===== src/rtl/dco_tdc_pkg.sv =====
// Shared constants, bank-code types and helpers for the DCO/TDC behavioural model.
package dco_tdc_pkg;

  localparam int unsigned L_W        = 5;
  localparam int unsigned MS_W       = 16;
  localparam int unsigned POP_W      = 5;
  localparam int unsigned FCW_W      = 23;
  localparam int unsigned FRAC_W     = 16;
  localparam int unsigned INT_W      = FCW_W - FRAC_W;
  localparam int unsigned DIV_CYCLES = 48;
  localparam int unsigned DIVIDEND_W = 48;
  localparam int unsigned DIVISOR_W  = 32;
  localparam int unsigned PERIOD_W   = 32;
  localparam int unsigned UNITS_S_W  = 9;
  localparam int unsigned CTR_W      = 3;

  typedef struct packed {
    logic [L_W-1:0] rall;
    logic [L_W-1:0] row;
    logic [L_W-1:0] col;
  } bank_l_t;

  typedef struct packed {
    logic [MS_W-1:0] rall;
    logic [MS_W-1:0] row;
    logic [MS_W-1:0] col;
  } bank_ms_t;

  typedef enum logic {
    DIV_IDLE = 1'b0,
    DIV_RUN  = 1'b1
  } div_state_e;

  function automatic logic [POP_W-1:0] popcount(input logic [MS_W-1:0] v);
    logic [POP_W-1:0] n;
    n = '0;
    for (int i = 0; i < int'(MS_W); i++) begin
      n = n + POP_W'(v[i]);
    end
    return n;
  endfunction

  // Full rows contribute a whole column width; a partial row adds its enabled columns.
  function automatic logic [PERIOD_W-1:0] units_l(input bank_l_t b);
    return PERIOD_W'(L_W) * PERIOD_W'(popcount(MS_W'(b.rall)))
         + ((|b.row) ? PERIOD_W'(popcount(MS_W'(b.col))) : '0);
  endfunction

  function automatic logic [PERIOD_W-1:0] units_ms(input bank_ms_t b);
    return PERIOD_W'(MS_W) * PERIOD_W'(popcount(b.rall))
         + ((|b.row) ? PERIOD_W'(popcount(b.col)) : '0);
  endfunction

  // Keeps the top min(10+ctr,16) phase bits.
  function automatic logic [FRAC_W-1:0] phase_mask(input logic [CTR_W-1:0] ctr);
    logic [FRAC_W-1:0] m;
    case (ctr)
      3'd0:    m = 16'hFFC0;
      3'd1:    m = 16'hFFE0;
      3'd2:    m = 16'hFFF0;
      3'd3:    m = 16'hFFF8;
      3'd4:    m = 16'hFFFC;
      3'd5:    m = 16'hFFFE;
      default: m = 16'hFFFF;
    endcase
    return m;
  endfunction

endpackage


===== src/rtl/dco_tdc_model_seq_divider.sv =====
// Restoring divider, one quotient bit per cycle, saturating quotient; clear aborts to idle.
module seq_divider
  import dco_tdc_pkg::*;
#(
  parameter int unsigned DVD_W  = DIVIDEND_W,
  parameter int unsigned DVS_W  = DIVISOR_W,
  parameter int unsigned QUO_W  = FCW_W
) (
  input  logic             clk,
  input  logic             rst_n,
  input  logic             start,
  input  logic             clear,
  input  logic [DVD_W-1:0] dividend,
  input  logic [DVS_W-1:0] divisor,
  output logic             busy,
  output logic             done,
  output logic [QUO_W-1:0] quotient
);

  localparam int unsigned CNT_W = $clog2(DVD_W);

  div_state_e       state_d, state_q;
  logic [CNT_W-1:0] cnt_d, cnt_q;
  logic [DVD_W-1:0] num_d, num_q;
  logic [DVS_W:0]   rem_d, rem_q;
  logic [DVS_W-1:0] dvs_d, dvs_q;
  logic [QUO_W-1:0] quo_d, quo_q;
  logic             done_d, done_q;
  logic [DVS_W:0]   rem_sh_c;
  logic             ge_c;
  logic [DVD_W-1:0] q_full_c;

  // Dividend bits shift out the top while quotient bits shift in at the bottom.
  always_comb begin
    state_d  = state_q;
    cnt_d    = cnt_q;
    num_d    = num_q;
    rem_d    = rem_q;
    dvs_d    = dvs_q;
    quo_d    = quo_q;
    done_d   = 1'b0;
    rem_sh_c = {rem_q[DVS_W-1:0], num_q[DVD_W-1]};
    ge_c     = (rem_sh_c >= {1'b0, dvs_q});
    q_full_c = {num_q[DVD_W-2:0], ge_c};

    if (clear) begin
      state_d = DIV_IDLE;
    end else if (start) begin
      state_d = DIV_RUN;
      cnt_d   = CNT_W'(DVD_W - 1);
      num_d   = dividend;
      rem_d   = '0;
      dvs_d   = divisor;
    end else if (state_q == DIV_RUN) begin
      rem_d = ge_c ? (rem_sh_c - {1'b0, dvs_q}) : rem_sh_c;
      num_d = q_full_c;
      if (cnt_q == '0) begin
        state_d = DIV_IDLE;
        done_d  = 1'b1;
        quo_d   = (|q_full_c[DVD_W-1:QUO_W]) ? '1 : q_full_c[QUO_W-1:0];
      end else begin
        cnt_d = cnt_q - CNT_W'(1);
      end
    end
  end

  always_ff @(posedge clk) begin
    if (!rst_n) begin
      state_q <= DIV_IDLE;
      cnt_q   <= '0;
      num_q   <= '0;
      rem_q   <= '0;
      dvs_q   <= '0;
      quo_q   <= '0;
      done_q  <= 1'b0;
    end else begin
      state_q <= state_d;
      cnt_q   <= cnt_d;
      num_q   <= num_d;
      rem_q   <= rem_d;
      dvs_q   <= dvs_d;
      quo_q   <= quo_d;
      done_q  <= done_d;
    end
  end

  assign busy     = (state_q == DIV_RUN);
  assign done     = done_q;
  assign quotient = quo_q;

endmodule


===== config.mk =====
export PLATFORM = sky130hd
export DESIGN_NAME = seq_divider
export DESIGN_NICKNAME = d
export VERILOG_FILES = /design/src/rtl/dco_tdc_pkg.sv /design/src/rtl/dco_tdc_model_seq_divider.sv
export SDC_FILE = /design/constraint.sdc
export NUM_CORES = 1
export LEC_CHECK = 0
export CAP_MARGIN = 10
export CELL_PAD_IN_SITES_DETAIL_PLACEMENT = 0
export CELL_PAD_IN_SITES_GLOBAL_PLACEMENT = 2
export CORE_AREA = 2 2 148 150
export CTS_BUF_LIST = sky130_fd_sc_hd__clkbuf_4 sky130_fd_sc_hd__clkbuf_8
export CTS_CLUSTER_DIAMETER = 100
export DETAILED_ROUTE_END_ITERATION = 12
export DIE_AREA = 0 0 150 152
export PLACE_DENSITY_LB_ADDON = 0.08
export RECOVER_POWER = 25
export SYNTH_ARGS = -nofsm -noshare
export SYNTH_HDL_FRONTEND = slang
export SYNTH_SLANG_ARGS = --single-unit

===== constraint.sdc =====
create_clock -name clk -period 6.07 [get_ports clk]
set_input_delay 1.821 -clock clk [delete_from_list [all_inputs] [get_ports clk]]
set_output_delay 1.821 -clock clk [all_outputs]
set_load 0.1 [all_outputs]

==> results.yml <==
status:
  status: "complete, but fails checks"
  violations: "capacitance limit, slew limit"
cts:
  cts_hold_buf: 0
  clk_pin_slew_ns: 0.09
  h-tree-depth: 4
  root_buffer: "clkbuf_8"
  cts_max_path_buffers: 2
  post_cts_buffers: 0
  cts_buffers: 17
  cts_resized: 0
  cts_tree: "built"
  clk_latency_ns: 0.45
  clock-sinks: 143
finish:
  nets: 1081
  nFillCells: 2219
  antennaDiodeCount: 0
  area_growth_pct: 20.7
  layout-drive-gt1-share: 0.0759
critical_path:
  cp_top_family: "simple AND/OR/NAND/NOR gates"
  start_kind: "input pin"
  crit_path_cell_trace: "dlygate4sd3_1 -> nor2_1 -> buf_4 -> o211ai_1 -> a21boi_1"
  critPathKind: "in -> reg"
  path_max_fanout: 63
  cp.buffers_inverters: 2
  crit_path_end_kind: "flip-flop"
  slowest_delay_ns: 1.42
  ff2ff_path_depth: 10
  worstPathArrival_ns: 4.92
  crit_required_ns: 6.44
  path_depth: 5
  slowest_stage: "nor2_1"
die:
  row_count: 54
  pin_count: 109
  die_h_um: 152
  die_w_um: 150
  core_area_mm2: 0.0214
  initial_core_util: 0.364
  dieArea_mm2: 0.0228
timing:
  relSlewSlack: -0.262
  worst_slew_pin_slew_ns: 1.89
  skew_ns: 0.0221
  holdWs_ns: 0.468
  slew_viol_final: 35
  finalCriticalPeriod_ns: 4.55
  fmax_ghz: 0.220
  worst_slack_ns: 1.52
  report.final.hold_viol_count: 0
  setup_violations: 0
  rsz0062_at_grt: "false"
  setup_tns_ns: 0
  period_share: 0.749
pwr:
  p_leak_nw: 4.09
  vdd_drop_max_mv: 0.121
  p_per_area_mw_per_mm2: 233
run:
  cap_viol_max_count: 1
logic_synthesis:
  synth_ff_type: "dfxtp_1"
  synth_top_cell_area_share: 0.368
  synth.area.top_cells: "dfxtp_1, mux2i_1, nand2_1"
  yosys.area.top_type: "dfxtp_1"
  syn_area_per_cell_um2: 8.78
  ys_warn_count: 0
  synth-seq-area-share: 0.368
  syn_nets: 1005
  synthTopCellsByCount: "nand2_1, dfxtp_1, mux2i_1"
  synth.most_common_cell: "nand2_1"
  synth_edf_count: 0
  ys_ff_latch: 143
  synth_cell_types: 64
  synthArstFlopShare: 0
  netlist_area_mm2: 0.00778
  syn_inst: 886
placed_design:
  detailedPlace.worstSlack_ns: 1.48
  portBuffers: 108
  gp_routability_congestion: 0.816
  place_hpwl_um: 14200
routing:
  met1Wirelength_um: 9190
  wirelength_um: 19800
  top_layer: "met4"
  wl_per_cell_um: 15.8
  drt_iter0_markers: 375
  drcViolationCount: 0
  wl_met2_um: 9250
  num_vias: 6511
  viasPerCell: 5.19
  antenna_left: 0
  dr_wl_met3_um: 1210
  dr.pass1.iters: 4
global_route:
  grt-ovfl-total: 0
  antenna_found_initial: 0
  grt_start_max_net_pins: 64
  grt_pass1_vias: 6670
  grt_usage: 0.182
  grt_first_pass_wirelength_um: 33600
hold_path:
  min_path_type: "reg -> reg"
  min_path_cells: 2
[power by group]
| part | total [mW] | internal [mW] | switching [mW] |
|---|---|---|---|
| combinational | 0.450 | 0.206 | 0.244 |
| clock | 0.728 | 0.310 | 0.418 |
| sequential | 1.01 | 0.979 | 0.0310 |
[cells by family (layout without fill, tap and decap cells)]
group                    after synthesis  after routing  share of synthesized area
AO/OA/AOI/OAI                        249            249                      0.255
AND/OR/NAND/NOR                      265            265                      0.150
multiplexers                          66             66                     0.0851
buffers and inverters                 98            187                     0.0499
flip-flops                           143            143                      0.368
adder cells (fa/ha/maj)               35             35                     0.0573
XOR/XNOR                              30             30                     0.0338
[sequential cells by signal (all words and copies together) (netlist names)]
register,count
busy,1
num_q,48
cnt_q,6
quotient,23
rem_q,32
done,1
dvs_q,32
[layout make-up]
cell class	count	area [um^2]	share of cell area
Tap cell	280	350	0.0373
Timing Repair Buffer	116	1130	0.120
Inverter	39	146	0.0156
Multi-Input combinational cell	645	4530	0.482
Clock buffer	18	248	0.0264
Clock inverter	14	123	0.0131
Sequential cell	143	2860	0.305
[tightest hold or removal path, delay by kind of cell (launching register included)]
family	cells	cell delay [ns]
AND/OR/NAND/NOR	1	0.05
AO/OA/AOI/OAI	1	0.06
flip-flops	1	0.32
[per-stage QoR]
step | util | total power [mW] | instances | area, um^2
final | 0.440 | 2.19 | 1255 | 9390
after global routing | 0.440 | 2.32 | 1255 | 9390
after CTS | 0.440 | 2.22 | 1255 | 9400
after detailed placement | 0.423 | 1.48 | 1223 | 9030
after global placement | 0.423 | 1.48 | 1223 | 9030
after floorplan | - | 1.35 | 886 | 7780
[layer usage]
metal,global-route usage,vias up
met2,0.295,112
met4,0.0481,0
met5,0,-
met1,0.232,3047
li1,-,3337
met3,0.0571,15
[cell usage in the layout, fill, tap and decap left out, types with 17 or more instances in the layout]
cell	count
inv_1	39
o21ai_0	23
clkbuf_8	18
nor2_1	26
o221a_2	23
xnor2_1	17
a21oi_1	27
dfxtp_1	143
mux2i_1	65
o211a_1	48
o21ai_1	24
nand2_1	162
a21boi_0	37
ha_1	34
clkdlybuf4s50_1	105
[path summary, 6_finish.rpt]
kind | start | slack, ns | to
worst min-delay path | dvs_q[15] | 0.47 | dvs_q[15]
worst min register to register | dvs_q[15] | 0.47 | dvs_q[15]
worst max-delay path | clear | 1.52 | num_q[0]
worst max register to register | dvs_q[4] | 2.44 | rem_q[28]
No activity file was read; power rests on OpenSTA's default activity.
